$ cat config.mk
export PLATFORM = sky130hd
export DESIGN_NAME = exe_unit_param
export DESIGN_NICKNAME = d
export VERILOG_FILES = /design/src/rtl/exe_unit_param.sv
export SDC_FILE = /design/constraint.sdc
export NUM_CORES = 1
export LEC_CHECK = 0
export BUFFER_PORTS_ARGS = -buffer_cell sky130_fd_sc_hd__buf_2
export CAP_MARGIN = 15
export CORE_MARGIN = 2
export CORE_UTILIZATION = 57
export CTS_CLUSTER_DIAMETER = 150
export DETAILED_ROUTE_END_ITERATION = 12
export MAX_ROUTING_LAYER = met4
export PLACE_DENSITY = 0.78
export RECOVER_POWER = 100
export SYNTH_ARGS = -nofsm -noshare
export SYNTH_HDL_FRONTEND = slang
export SYNTH_SLANG_ARGS = --single-unit
$ cat constraint.sdc
create_clock -name clk -period 5.5 [get_ports clk]
set_clock_uncertainty 0.15 [all_clocks]
set_input_delay 0.55 -clock clk [delete_from_list [all_inputs] [get_ports clk]]
set_output_delay 0.55 -clock clk [all_outputs]
set_load 0.03 [all_outputs]
$ cat src/rtl/exe_unit_param.sv
// Execute stage: register file, NZP condition codes, ALU/branch/call/return and
// an optional multi-cycle multiply, with valid/ready on both input and output.
module exe_unit_param #(
  parameter int DW         = 16,
  parameter int NREG       = 8,
  parameter int RAW        = $clog2(NREG),
  parameter int MUL_EN     = 1,
  parameter int MUL_CYCLES = 4,
  parameter int LINK_REG   = 7
) (
  input  logic           clk,
  input  logic           rst_n,
  input  logic           in_valid,
  output logic           in_ready,
  input  logic [4:0]     op_type,
  input  logic [1:0]     alu_op,
  input  logic [RAW-1:0] sr1,
  input  logic [RAW-1:0] sr2,
  input  logic [RAW-1:0] dr,
  input  logic [DW-1:0]  imm,
  input  logic [DW-1:0]  ip,
  input  logic [2:0]     nzp_mask,
  output logic           out_valid,
  input  logic           out_ready,
  output logic [DW-1:0]  next_ip,
  output logic           redirect,
  output logic           wb_en,
  output logic [RAW-1:0] wb_addr,
  output logic [DW-1:0]  wb_data,
  output logic [2:0]     cc,
  output logic           busy,
  output logic [1:0]     state_dbg
);

  // Handshake: an op transfers on a clock edge where in_valid && in_ready; a
  // result transfers on an edge where out_valid && out_ready. A held result
  // keeps every output stable until it transfers.

  typedef enum logic [1:0] {S_IDLE = 2'd0, S_MUL = 2'd1, S_DONE = 2'd2} state_t;

  localparam logic [4:0] T_RET  = 5'b00000;
  localparam logic [4:0] T_NOT  = 5'b00100;
  localparam logic [4:0] T_LDI  = 5'b00101;
  localparam logic [4:0] T_RR   = 5'b00110;
  localparam logic [4:0] T_RI   = 5'b00111;
  localparam logic [4:0] T_BR   = 5'b01001;
  localparam logic [4:0] T_CALL = 5'b10001;

  localparam int            CW        = $clog2(MUL_CYCLES + 1);
  localparam logic [RAW-1:0] LINK_ADDR = RAW'(LINK_REG);
  localparam logic [DW-1:0]  ONE       = {{(DW-1){1'b0}}, 1'b1};

  state_t          state;
  logic [CW-1:0]   mul_cnt;
  logic [DW-1:0]   regs [NREG];
  logic [DW-1:0]   mul_a, mul_b, mul_ip, mul_prod;
  logic [RAW-1:0]  mul_dr;

  logic            accept, is_mul, br_taken;
  logic [DW-1:0]   op_a, op_b, alu_res, seq_ip;
  logic            c_we, c_upd, c_red;
  logic [RAW-1:0]  c_wa;
  logic [DW-1:0]   c_wd, c_nip;

  function automatic logic [2:0] cc_of(input logic [DW-1:0] v);
    if (v[DW-1])      return 3'b100;
    else if (v == '0) return 3'b010;
    else              return 3'b001;
  endfunction

  // rst_n is an active-high reset: nothing is accepted while it is asserted.
  assign in_ready  = !rst_n && ((state == S_IDLE) || (state == S_DONE && out_ready));
  assign accept    = in_valid && in_ready;
  assign out_valid = (state == S_DONE);
  assign busy      = (state != S_IDLE);
  assign state_dbg = state;
  assign is_mul    = (MUL_EN != 0) && ((op_type == T_RR) || (op_type == T_RI)) && (alu_op == 2'b11);
  assign mul_prod  = mul_a * mul_b;

  always_comb begin
    op_a     = regs[sr1];
    op_b     = (op_type == T_RI) ? imm : regs[sr2];
    seq_ip   = ip + ONE;
    br_taken = |(nzp_mask & cc);
    case (alu_op)
      2'b01:   alu_res = op_a & op_b;
      2'b10:   alu_res = op_a - op_b;
      default: alu_res = op_a + op_b;  // MUL encoding lands here only when MUL_EN = 0
    endcase
    c_we  = 1'b0;
    c_upd = 1'b0;
    c_red = 1'b0;
    c_wa  = dr;
    c_wd  = alu_res;
    c_nip = seq_ip;
    case (op_type)
      T_RR, T_RI: begin c_we = 1'b1; c_upd = 1'b1; end
      T_NOT:      begin c_we = 1'b1; c_upd = 1'b1; c_wd = ~op_a; end
      T_LDI:      begin c_we = 1'b1; c_upd = 1'b1; c_wd = imm; end
      T_BR: begin
        if (br_taken) begin
          c_red = 1'b1;
          c_nip = seq_ip + imm;
        end
      end
      T_CALL: begin
        c_we  = 1'b1;
        c_wa  = LINK_ADDR;
        c_wd  = seq_ip;
        c_red = 1'b1;
        c_nip = seq_ip + imm;
      end
      T_RET:   begin c_red = 1'b1; c_nip = op_a; end
      default: ;
    endcase
    if (!c_we) begin
      c_wa = '0;
      c_wd = '0;
    end
  end

  always_ff @(posedge clk) begin
    if (rst_n) begin
      state    <= S_IDLE;
      mul_cnt  <= '0;
      for (int i = 0; i < NREG; i++) regs[i] <= '0;
      cc       <= 3'b010;
      next_ip  <= '0;
      redirect <= 1'b0;
      wb_en    <= 1'b0;
      wb_addr  <= '0;
      wb_data  <= '0;
      mul_a    <= '0;
      mul_b    <= '0;
      mul_ip   <= '0;
      mul_dr   <= '0;
    end else if (accept) begin
      if (is_mul) begin
        state   <= S_MUL;
        mul_cnt <= CW'(MUL_CYCLES - 1);
        mul_a   <= op_a;
        mul_b   <= op_b;
        mul_dr  <= dr;
        mul_ip  <= seq_ip;
      end else begin
        if (c_we)  regs[c_wa] <= c_wd;
        if (c_upd) cc <= cc_of(c_wd);
        next_ip  <= c_nip;
        redirect <= c_red;
        wb_en    <= c_we;
        wb_addr  <= c_wa;
        wb_data  <= c_wd;
        state    <= S_DONE;
      end
    end else begin
      case (state)
        S_MUL: begin
          // Commit on the edge that would take the count to zero, so the
          // result is visible exactly MUL_CYCLES cycles after accept.
          if (mul_cnt <= CW'(1)) begin
            regs[mul_dr] <= mul_prod;
            cc           <= cc_of(mul_prod);
            next_ip      <= mul_ip;
            redirect     <= 1'b0;
            wb_en        <= 1'b1;
            wb_addr      <= mul_dr;
            wb_data      <= mul_prod;
            state        <= S_DONE;
          end else begin
            mul_cnt <= mul_cnt - CW'(1);
          end
        end
        S_DONE:  if (out_ready) state <= S_IDLE;
        default: ;
      endcase
    end
  end

endmodule

# Word-level counts from Yosys, hierarchy flattened
# Memory sizes are Yosys's and may differ from the RTL's.
# Cells that the tools add are included.
classes:
  addsub: 5
  n_mul: 1
  n_lt_le_gt_ge: 1
  eq_ne: 17
  muxes: 68
  bitwise: 3
  n_reduce_logical: 26
ops:
  columns: ["operator", "n"]
  rows:
  - ["two-way mux 16 bit", 13]
  - ["one-hot mux 16 bit (3 select lines)", 2]
  - ["two-way mux 3 bit", 19]
  - ["adder 16 bit", 2]
  - ["zero test 16 bit", 2]
  - ["one-hot mux 16 bit (2 select lines)", 1]
  - ["OR reduction 16 bit", 2]
  - ["two-way mux 1 bit", 25]
  - ["== test 5 x 3 -> 1 bit (second input constant)", 4]
  - ["adder 16 x 1 -> 16 bit (second input constant)", 1]
  - ["bitwise AND 16 bit", 1]
  - ["multiplier 16 x 16 -> 16 bit", 1]
  - ["inverter 16 bit", 1]
  - ["subtractor 16 bit", 1]
  - ["two-way mux 2 bit", 6]
  - ["AND reduction 3 bit", 3]
  - ["== test 2 bit (second input constant)", 3]
  - ["nonzero test 2 bit", 3]
  - ["== test 5 x 4 -> 1 bit (second input constant)", 1]
  - ["== test 5 bit (second input constant)", 1]
  - ["zero test 5 bit", 1]
  - ["OR reduction 5 bit", 1]
  - ["== test 2 x 1 -> 1 bit (second input constant)", 2]
  - ["logical AND 1 bit", 4]
  - ["other kinds (18)", 21]
totals:
  reg_bits: 96
  mem_bits_rw: 128
  inputBits: 55
  output_inout_bits: 45
  word_cells: 134
  mem_count: 1
mem_list:
  columns: ["name", "words", "word_bits", "read_ports", "rd_ports_with_merged_regs", "wr", "line", "rtl"]
  rows:
  - ["regs", 8, 16, 2, 0, 8, "55", "logic [DW-1:0] regs [NREG];"]

# Depth between registers and ports, before layout
# Gate-level depths: netlist of the first run.
depth:
  ltp_word: 12
  depth_mapped: 24
  depth_no_buf: 23

# Least setup slack after synthesis of the first run
# Ideal clock, no wire load.
synth_path:
  kind: "register to register"
  from: "register mul_b[1]"
  to: "register cc[0]"
  setup_ns: 0.117
  t_arrival_ns: 5.529
  t_required_ns: 5.233
  setup_slack_ns: -0.296
  path_stages_with_launch: 21
  n_path_buf: 1
  period_less_slack_ns: 5.796
  cell_sequence: "dfxtp_1 -> clkbuf_1 -> nand2_1 -> fa_1 -> fa_1 -> fa_1 -> fa_1 -> inv_1 -> fa_1 -> inv_1 -> fa_1 -> inv_1 -> ha_1 -> o2111a_1 -> a21o_1 -> o21ai_0 -> a21oi_1 -> xor2_1 -> nor4_1 -> o31ai_1 -> a32o_1"
synth_between:
  elab_chain_cells: 7
synth_rtl:
  columns: ["element", "line", "rtl"]
  rows:
  - ["start: declaration", "56", "logic [DW-1:0] mul_a, mul_b, mul_ip, mul_prod;"]
  - ["start signal: assignment", "142", "mul_b <= op_b;"]
  - ["multiplier 16 x 16 -> 16 bit (*)", "78", "assign mul_prod = mul_a * mul_b;"]
  - ["zero test 16 bit", "67", "else if (v == '0) return 3'b010;"]
  - ["two-way mux 2 bit", "67", null]
  - ["two-way mux 3 bit (*)", "66", "if (v[DW-1]) return 3'b100;"]
  - ["two-way mux 3 bit (*)", "160", "if (mul_cnt <= CW'(1)) begin"]
  - ["two-way mux 3 bit (*)", "156", "case (state)"]
  - ["two-way mux 3 bit (*)", "137", "end else if (accept) begin"]
  - ["end signal: assignment", "147", "if (c_upd) cc <= cc_of(c_wd);"]
  - ["end signal: assignment", "162", "cc <= cc_of(mul_prod);"]
  - ["end: declaration", "30", "output logic [2:0] cc,"]
# Mark *: on every way between the ends. The rest lies on a longest branch, timed or not. The select of a mux whose other input is x is not followed.
# A chain may end at the register's enable or synchronous reset.

==> flow_metrics.tcl, run 1 <==
set metrics [dict create \
    slew_headroom -0.7808 \
    cts_hold_buf 0 \
    hold_viol_final 0 \
    fp.dieW_um 180.7 \
    worst-path-max-fanout 8 \
    io_pins 100 \
    slowest_stage "fa_1" \
    dr_total_vias 16587 \
    grt_max_degree 71 \
    intPower_mw 3.158 \
    rsz0062_at_grt "true" \
    end_kind "flop" \
    r2r_slack_ns -0.18 \
    yosysTopAreaCell "edfxtp_1" \
    critPathKind "flop to flop" \
    setup_tns_ns -2.193 \
    synth_area_leaders "edfxtp_1 (22%), dfxtp_1 (11%), fa_1 (9.2%)" \
    syn_inst 1940 \
    path_cells "buf_6 > and2_4 > fa_1 > inv_2 > fa_1 > inv_1 > ha_2 > fa_1 > fa_1 > inv_2 > fa_1 > inv_2 > ha_4 > buf_6 > a21oi_2 > nor2b_1 > a21o_1 > o21ai_2 > a21oi_2 > xor2_2 > buf_4 > mux2i_4 > buf_6 > nor2_1" \
    cts_tree "done" \
    area_growth_pct 17.78 \
    fin_crit_sh 1.032 \
    fin_cells 2569 \
    finalWirelength_mm 61.92 \
    tightest_slew_ns 2.661 \
    fp.dieH_um 180.7 \
    insertedDiodeCount 0 \
    grt_pass1_vias 16464 \
    whs_path_depth 3 \
    syn-num-nets 2161 \
    synthMostInstantiatedCell "nor2_1" \
    synth_cell_types 92 \
    power_mw 4.691 \
    setup.worst_path.start_class "flop" \
    p_sw_frac 0.3267 \
    fin_area_mm2 0.02097 \
    setup_viol 21 \
    clkTransAtPathRegs_ns 0.06 \
    crit_end "regs[3][14]" \
    htree_levels 1 \
    fmax_mhz 176.1 \
    ys_ff_latch 224 \
    row_count 64 \
    seq_area_frac_synth 0.3239 \
    arrival_ns 5.84 \
    place_area_mm2 0.01975 \
    drc 0 \
    core_mm2 0.03067 \
    r2r_start "mul_b[5]" \
    drt-initial-drc-count 2005 \
    worstRegToRegCells 24 \
    ir_drop_mv 0.2664 \
    first_pass_iters 6 \
    worst_slack_ns -0.1785 \
    post-place-ws_ns -0.3949 \
    p_leak_nw 8.671 \
    cts_buffer_depth 3 \
    gp_congestion 1.032 \
    nets 2379 \
    cts_root_buf "clkbuf_16" \
    failed_checks "capacitance limit, slew limit, setup timing" \
    p_switching_mw 1.533 \
    holdWs_ns 0.09071 \
    status "complete, but fails checks" \
    synth_warnings 0 \
    maxSlewViolCount 76 \
    cts_sinks 224 \
    antenna_found_initial 0 \
    worstHoldPathType "primary input to flop" \
    yosys_most_used_dff "edfxtp_1" \
    grt-ovfl-total 0 \
    synthTopCellsByCount "nor2_1 (303), nand2_1 (201), inv_1 (138), edfxtp_1 (128), dfxtp_1 (96)" \
    power_density_mw_per_mm2 223.7 \
    synth-edff-count 128 \
    initial_core_util 0.5804 \
    ant_nets 0 \
    p_clk_frac 0.336 \
    crit_top_cell "fa_1" \
    dieArea_mm2 0.03266 \
    clk_latency_ns 0.57 \
    wl_per_cell_um 24.10 \
    dp.cells 2511 \
    async_flop_share 0 \
    power_frac_seq 0.399 \
    track_usage 0.3831 \
    fin_util 0.6836 \
    cap_violations 2 \
    drive_above_1_share 0.1951 \
    syn_area_mm2 0.01780 \
    fin_crit_ns 5.678 \
    crit_start "mul_b[5]" \
    cts_buffers 24 \
    avgSynthCellArea_um2 9.176 \
    grt_pass1_wl_mm 93.54 \
    r2r-end "regs[3][14]" \
    io_buffers 99 \
    dpl.hpwl_mm 45.99 \
    slowest_delay_ns 0.58 \
    combPwrFrac 0.266 \
    yosysTopAreaCellShare 0.2159 \
    vias_per_cell 6.457 \
    cp_data_required_time_ns 5.66 \
]
[final cells by class]
| cell class | instances | area (um^2) |
|---|---|---|
| Clock buffer | 28 | 625.6 |
| Sequential cell | 224 | 5821 |
| Multi-Input combinational cell | 1468 | 11370 |
| Fill cell | 2420 | 9704 |
| Clock inverter | 13 | 117.6 |
| Inverter | 140 | 525.5 |
| Timing Repair Buffer | 300 | 2009 |
| Tap cell | 396 | 495.5 |
[power by group through the flow]
stage / combinational [mW] / clock, mW / sequential (mW)
floorplan: 0.714 / 0 / 1.94
global placement: 1.19 / 0 / 1.90
detailed placement: 1.20 / 0 / 1.91
CTS: 1.22 / 1.57 / 1.87
global route: 1.32 / 1.62 / 1.87
finish: 1.25 / 1.57 / 1.87
[worst min-delay path by stage]
| stage | end | slack (ns) | start |
|---|---|---|---|
| after global routing | mul_ip[0] | 0.11 | ip[0] |
| after detailed placement | next_ip[6] | 0.30 | next_ip[6] |
| final | mul_dr[2] | 0.09 | dr[2] |
| after CTS | mul_dr[2] | 0.09 | dr[2] |
| after global placement | next_ip[8] | 0.29 | next_ip[8] |
| after floorplan | mul_ip[1] | 0.29 | mul_ip[1] |
[flip-flops by register name, indices dropped and copies added (netlist names), 2 cells and up]
| signal | cells |
|---|---|
| cc | 3 |
| mul_dr | 3 |
| mul_cnt | 3 |
| next_ip | 16 |
| regs | 128 |
| wb_addr | 3 |
| state_dbg | 2 |
| wb_data | 16 |
| mul_ip | 16 |
| mul_a | 16 |
| mul_b | 16 |
[logic make-up (layout without fill, tap and decap cells)]
logic type               after synthesis  count (layout)  share of synthesized area
AO/OA/AOI/OAI                        340             340                     0.1358
XOR/XNOR                              89              89                    0.04456
adder cells (fa/ha/maj)              166             166                     0.1513
buffers and inverters                248             481                    0.05827
flip-flops                           224             224                     0.3239
multiplexers                         126             126                    0.09517
AND/OR/NAND/NOR                      747             747                     0.1910
[cell usage in the layout, fill, tap and decap left out, types with 12 or more instances in the layout]
| cell type | n |
|---|---|
| dfxtp_4 | 13 |
| edfxtp_1 | 128 |
| and2_1 | 59 |
| mux4_2 | 23 |
| a22o_1 | 15 |
| xor2_1 | 34 |
| buf_4 | 163 |
| fa_1 | 77 |
| and2_4 | 12 |
| buf_2 | 49 |
| nor2_1 | 287 |
| nor3_1 | 44 |
| clkbuf_16 | 24 |
| a21o_1 | 12 |
| nand2b_1 | 14 |
| buf_6 | 12 |
| a21oi_1 | 82 |
| a221oi_1 | 12 |
| nor2_2 | 16 |
| o211ai_1 | 20 |
| nand3_1 | 30 |
| o21ai_0 | 29 |
| and3_1 | 14 |
| mux2i_1 | 81 |
| nand2_1 | 200 |
| xnor2_1 | 49 |
| a22oi_1 | 18 |
| ha_1 | 73 |
| clkbuf_1 | 69 |
| inv_2 | 17 |
| a211oi_1 | 34 |
| inv_1 | 123 |
| dfxtp_1 | 78 |
[critical path, delay by kind of cell (launching register included)]
family	cells	cell delay, ns
adders and majority gates	7	2.98
buffers and inverters	8	0.79
AOI/OAI and AO/OA	4	0.58
DFF	1	0.37
and+or+nand+nor	3	0.24
xor gates and xnor gates	1	0.18
muxes	1	0.15
[timing repair]
item                                    CTS  global route
pin swaps                                39            45
gates cloned                              0             0
resized for setup                        64            70
endpoints found under the setup margin   48            80
buffers inserted                         10             6
[layer usage]
| metal | up-vias | GRT usage | wire (um) |
|---|---|---|---|
| li1 | 7243 | - | - |
| met5 | - | - | 0 |
| met1 | 8073 | 0.4823 | 23690 |
| met4 | 0 | 0.1735 | 3368 |
| met2 | 1025 | 0.6129 | 28980 |
| met3 | 246 | 0.05866 | 5878 |
(Power assumes the default switching activity.)
==> inputs of run 2 (changes only) <==
--- a/config.mk
+++ b/config.mk
@@ -7,12 +7,14 @@
 export LEC_CHECK = 0
 export BUFFER_PORTS_ARGS = -buffer_cell sky130_fd_sc_hd__buf_2
 export CAP_MARGIN = 15
+export CELL_PAD_IN_SITES_DETAIL_PLACEMENT = 0
+export CELL_PAD_IN_SITES_GLOBAL_PLACEMENT = 2
 export CORE_MARGIN = 2
-export CORE_UTILIZATION = 57
+export CORE_UTILIZATION = 36
 export CTS_CLUSTER_DIAMETER = 150
 export DETAILED_ROUTE_END_ITERATION = 12
 export MAX_ROUTING_LAYER = met4
-export PLACE_DENSITY = 0.78
+export PLACE_DENSITY_LB_ADDON = 0.1
 export RECOVER_POWER = 100
 export SYNTH_ARGS = -nofsm -noshare
 export SYNTH_HDL_FRONTEND = slang
==> run 2 against run 1 <==
- the run still ends with capacitance limit, slew limit, setup timing left
- non-clock buffer count up 35
- power is 6.4% higher
- final cell count increased by 12%
- die area is 57% higher
- clock power is 17% higher
- wire length increased by 15%
- design area grew 3.0%
- global-route usage is 9.4 points lower
- maximum frequency shrank 1.8%
- sequential power is essentially flat
- core utilization decreased by 24 points
- first-iteration DRC count down 38%
==> flow_metrics.tcl, run 2 (same netlist as run 1, synthesis figures left out) <==
set metrics [dict create \
    fin_area_mm2 0.02159 \
    multi_input_area_mm2 0.01132 \
    grt_pass1_vias 15937 \
    htree_levels 1 \
    fin_crit_sh 1.051 \
    cts_tree "done" \
    p_switching_mw 1.641 \
    clk_latency_ns 0.61 \
    arrival_ns 6.08 \
    wl_per_cell_um 24.66 \
    maxSlewViolCount 60 \
    fin_cells 2886 \
    initial_core_util 0.3644 \
    grt_max_degree 68 \
    power_density_mw_per_mm2 231.2 \
    setup_viol 37 \
    power_frac_seq 0.375 \
    drive_above_1_share 0.1943 \
    gp_congestion 0.9320 \
    ir_drop_mv 0.2924 \
    dieArea_mm2 0.05124 \
    setup_tns_ns -5.837 \
    fin_util 0.4419 \
    cp_num_buf_inv 7 \
    slowest_delay_ns 0.53 \
    cp_data_required_time_ns 5.79 \
    critPathKind "flop to flop" \
    worst-path-max-fanout 4 \
    fp.dieW_um 226.4 \
    clkTransAtPathRegs_ns 0.06 \
    fmax_mhz 172.9 \
    core_mm2 0.04885 \
    first_pass_iters 7 \
    intPower_mw 3.349 \
    slew_headroom -0.2121 \
    place_area_mm2 0.02044 \
    rsz0062_at_grt "true" \
    nets 2418 \
    fp.dieH_um 226.4 \
    dp.cells 2828 \
    slowest_stage "fa_1" \
    dr_total_vias 15811 \
    worst_slack_ns -0.2828 \
    p_sw_frac 0.3288 \
    area_growth_pct 21.28 \
    io_pins 100 \
    path_cells "buf_6 > and2_4 > fa_1 > inv_1 > fa_1 > fa_1 > fa_1 > inv_1 > fa_1 > inv_1 > fa_1 > inv_2 > ha_4 > o2111a_1 > a21o_1 > buf_4 > o31a_1 > nor4_1 > buf_4 > o31ai_2 > a32o_1" \
    top_register "regs" \
    fin_crit_ns 5.783 \
    vias_per_cell 5.479 \
    fill_cells 4954 \
    io_buffers 99 \
    cts_root_buf "clkbuf_16" \
    finalWirelength_mm 71.17 \
    mostFrequentLayoutCell "nor2_1" \
    cts_buffers 28 \
    cts_hold_buf 0 \
    drc 0 \
    antenna_found_initial 5 \
    failed_checks "capacitance limit, slew limit, setup timing" \
    cap_violations 2 \
    worstHoldPathType "primary input to flop" \
    status "complete, but fails checks" \
    setup.worst_path.start_class "flop" \
    ant_nets 0 \
    end_kind "flop" \
    drt-initial-drc-count 1234 \
    cts_sinks 224 \
    combPwrFrac 0.259 \
    cts_buffer_depth 3 \
    track_usage 0.2894 \
    crit_top_cell "fa_1" \
    row_count 81 \
    grt_pass1_wl_mm 105.4 \
    hold_viol_final 0 \
    final_cell_mix "nor2_1 (299), nand2_1 (197), buf_4 (190)" \
    power_mw 4.990 \
    tightest_slew_ns 1.818 \
    p_clk_frac 0.366 \
    path_delay_family "adder cells" \
    seqCellArea_mm2 0.005811 \
    dpl.hpwl_mm 55.97 \
    p_leak_nw 8.858 \
    grt-ovfl-total 0 \
    largest_reg_flops 128 \
]
==> run 2: changes by cell type in the layout (fill, tap and decap cells not counted), moves of 4 or more <==
cell,previous run,this run
and2_4,12,8
nor2_1,287,299
buf_4,163,190
buf_6,12,16
buf_12,6,2
inv_1,123,127
clkbuf_1,69,81
inv_2,17,13
clkbuf_16,24,28
nor2_2,16,3
and2_1,59,65
diode_2,0,4
==> run 2: worst paths after layout <==
path | startpoint | end | slack, ns | depth (start not counted)
setup / recovery | mul_a[7] | cc[0] | -0.28 | 21
hold / removal | dr[1] | mul_dr[1] | 0.1 | 3
setup reg to reg | mul_a[7] | cc[0] | -0.28 | 21
hold reg to reg | next_ip[10] | next_ip[10] | 0.30 | 2
==> run 2: per-stage QoR <==
| stage | hold slack (ns) | setup WS, ns |
|---|---|---|
| after floorplan | 0.2867 | -0.04179 |
| after global placement | 0.2856 | -0.4498 |
| after detailed placement | 0.2922 | -0.4977 |
| after CTS | 0.07637 | -0.2995 |
| after global routing | 0.09982 | -0.4163 |
| final | 0.09885 | -0.2828 |
==> run 2: power groups by stage <==
stage | combinational [mW] | sequential [mW] | clock (mW)
2_1_floorplan | 0.714 | 1.94 | 0
3_3_place_gp | 1.29 | 1.91 | 0
3_5_place_dp | 1.29 | 1.91 | 0
4_1_cts | 1.30 | 1.87 | 1.86
5_1_grt | 1.39 | 1.88 | 1.93
6_report | 1.29 | 1.87 | 1.83
==> run 2: final cells by class <==
type	instances	share of cell area
clock buffer	36	0.03431
tap	664	0.03848
timing repair buffer	335	0.1018
multi-input combinational	1468	0.5242
inverter	140	0.02434
antenna	4	0.0004637
sequential	224	0.2692
clock inverter	15	0.007245
==> run 2: timing repair <==
item,in CTS,in global routing
pin swaps,33,21
cloned,0,0
resized for setup,55,52
endpoints found under the setup margin,58,58
setup buffers,2,2
==> run 2: per-layer routing <==
metal	share of wire	global-route usage
met4	0.024	0.07067
met1	0.45	0.3870
met5	0	-
met3	0.054	0.03434
met2	0.48	0.4689
==> run 2: tightest hold or removal path: stages <==
cell and delay [ns]:
buf_2 0.11, nand2_1 0.05, a21oi_1 0.05
==> inputs of run 3 (changes only) <==
--- a/config.mk
+++ b/config.mk
@@ -16,6 +16,8 @@
 export MAX_ROUTING_LAYER = met4
 export PLACE_DENSITY_LB_ADDON = 0.1
 export RECOVER_POWER = 100
+export SETUP_SLACK_MARGIN = 0.3
+export SKIP_CTS_REPAIR_TIMING = 1
 export SYNTH_ARGS = -nofsm -noshare
 export SYNTH_HDL_FRONTEND = slang
 export SYNTH_SLANG_ARGS = --single-unit
==> run 3 against run 2 <==
- worst hold slack got worse by 0.0069 ns
- critical path depth fell by 1
- design area rose by 2.2%
- combinational power rose by 5%
- die area did not move
- first-iteration DRC count fell by 4.8%
- critical path type unchanged
- sequential power barely moved
- the flow still finishes with violations (capacitance limit, slew limit, setup timing)
- sequential share of layout area fell by 0.58 points
- maximum frequency rose by 3.3%
- non-clock buffer count rose by 21
- register-to-register slack improved by 0.19 ns
- highest routed layer unchanged
==> flow_metrics.tcl, run 3 (same netlist as run 1, synthesis figures left out) <==
set metrics [dict create \
    multi_input_area_mm2 0.01156 \
    whs_path_depth 3 \
    power_density_mw_per_mm2 231.9 \
    cts_buffer_depth 3 \
    min_to "mul_dr[1]" \
    track_usage 0.2862 \
    seqCellArea_mm2 0.005808 \
    grt_pass1_wl_mm 103.7 \
    failed_checks "capacitance limit, slew limit, setup timing" \
    fin_crit_ns 5.597 \
    grt_max_degree 59 \
    worstRegToRegCells 20 \
    cts_sinks 224 \
    holdWs_ns 0.09199 \
    r2r_start "mul_b[1]" \
    top_register "regs" \
    wl_per_cell_um 24.60 \
    drt-initial-drc-count 1175 \
    final_cell_mix "nor2_1 (271), buf_4 (197), nand2_1 (192)" \
    grt_pass1_vias 15932 \
    p_leak_nw 8.987 \
    setup.worst_path.start_class "flop" \
    arrival_ns 5.74 \
    maxSlewViolCount 144 \
    mostFrequentLayoutCell "nor2_1" \
    end_kind "flop" \
    cp_data_required_time_ns 5.65 \
    tightest_slew_ns 3.156 \
    fp.dieH_um 226.4 \
    row_count 81 \
    worst-path-max-fanout 8 \
    slowest_stage "fa_1" \
    first_pass_iters 5 \
    path_cells "buf_6 > and2_4 > fa_1 > inv_2 > fa_1 > inv_2 > fa_1 > fa_1 > inv_1 > fa_1 > fa_2 > xor2_2 > xnor2_1 > xnor2_1 > xnor2_1 > xnor3_1 > xnor2_2 > o21ai_2 > buf_12 > nor2_4" \
    power_mw 5.116 \
    fmax_mhz 178.7 \
    dr_wl_met2_mm 33.29 \
    slew_headroom -1.104 \
    r2r-end "regs[2][15]" \
    ir_drop_mv 0.2363 \
    drc 0 \
    setup_viol 28 \
    rsz0062_at_grt "true" \
    finalWirelength_mm 71.44 \
    clk_latency_ns 0.60 \
    gp_congestion 0.9165 \
    initial_core_util 0.3644 \
    grt-ovfl-total 0 \
    fill_cells 4930 \
    cap_violations 5 \
    highest_layer "met4" \
    nets 2439 \
    area_growth_pct 23.91 \
    drive_above_1_share 0.2170 \
    wl_met1_mm 32.01 \
    io_pins 100 \
    cts_buffers 28 \
    dieArea_mm2 0.05124 \
    crit_top_cell "fa_1" \
    fp.dieW_um 226.4 \
    antenna_found_initial 2 \
    hold_viol_final 0 \
    clkTransAtPathRegs_ns 0.06 \
    io_buffers 99 \
    dr_wl_met3_mm 3.888 \
    cts_tree "done" \
    dr_total_vias 15904 \
    slowest_delay_ns 0.55 \
    hp-start "dr[1]" \
    worstHoldPathType "primary input to flop" \
    dpl.hpwl_mm 56.00 \
    critPathKind "flop to flop" \
    insertedDiodeCount 0 \
    worst_slack_ns -0.09742 \
    htree_levels 1 \
    vias_per_cell 5.477 \
    cts_root_buf "clkbuf_16" \
    status "complete, but fails checks" \
    core_mm2 0.04885 \
    ant_nets 0 \
    fin_crit_sh 1.018 \
    largest_reg_flops 128 \
    r2r_slack_ns -0.1 \
]
## run 3: changes by cell type in the layout (fill, tap and decap cells not counted), moves of 5 or more
cell,delta
nor2_1,-28
buf_12,+8
clkbuf_1,+9
fa_1,-5
nand2_1,-5
fa_2,+5
buf_4,+7
buf_6,-7
nor2_4,+27
## run 3: per-layer routing
| layer | vias to the layer above | GRT usage |
|---|---|---|
| met4 | 0 | 0.08871 |
| li1 | 7375 | - |
| met3 | 108 | 0.03602 |
| met5 | - | - |
| met1 | 7945 | 0.3850 |
| met2 | 476 | 0.4509 |
## run 3: cell type report
cell class	instances	share of cell area
Inverter	140	0.02383
Tap cell	664	0.03767
Clock buffer	42	0.03642
Timing Repair Buffer	356	0.1089
Sequential cell	224	0.2633
Multi-Input combinational cell	1468	0.5239
Clock inverter	10	0.005900
## run 3: worst max-delay path by stage
stage | startpoint | end | slack (ns) | depth (start not counted)
3_3_place_gp | mul_a[5] | cc[0] | -0.23 | 21
4_1_cts | mul_a[5] | cc[0] | -0.26 | 19
6_report | mul_b[1] | regs[2][15] | -0.1 | 20
5_1_grt | mul_b[1] | cc[2] | -0.26 | 22
2_1_floorplan | mul_b[4] | cc[0] | 0.14 | 21
3_5_place_dp | mul_a[5] | cc[0] | -0.23 | 19
## run 3: worst max-delay path, delay by kind of cell, from the launching register on
family	cells	cell delay (ns)
xor+xnor	6	1.13
simple gates	2	0.17
flops	1	0.38
fa+ha+maj	6	2.89
compound gates	1	0.17
buf+inv	5	0.43
## run 3: metrics by stage
stage               setup slack (ns)  cell area, um^2  instances  setup TNS (ns)  utilization
floorplan                     0.1351            17930       1940               0            -
global placement             -0.2316            20680       2837          -5.527       0.4233
detailed placement           -0.2349            20680       2837          -6.496       0.4233
CTS                          -0.2568            21610       2889          -5.861       0.4424
global route                 -0.2595            22060       2904          -9.942       0.4515
finish                      -0.09742            22060       2904          -1.494       0.4515
## run 3: power breakdown
group,internal [mW],switching [mW]
logic,0.513,0.844
registers,1.83,0.0416
clock network,1.10,0.785
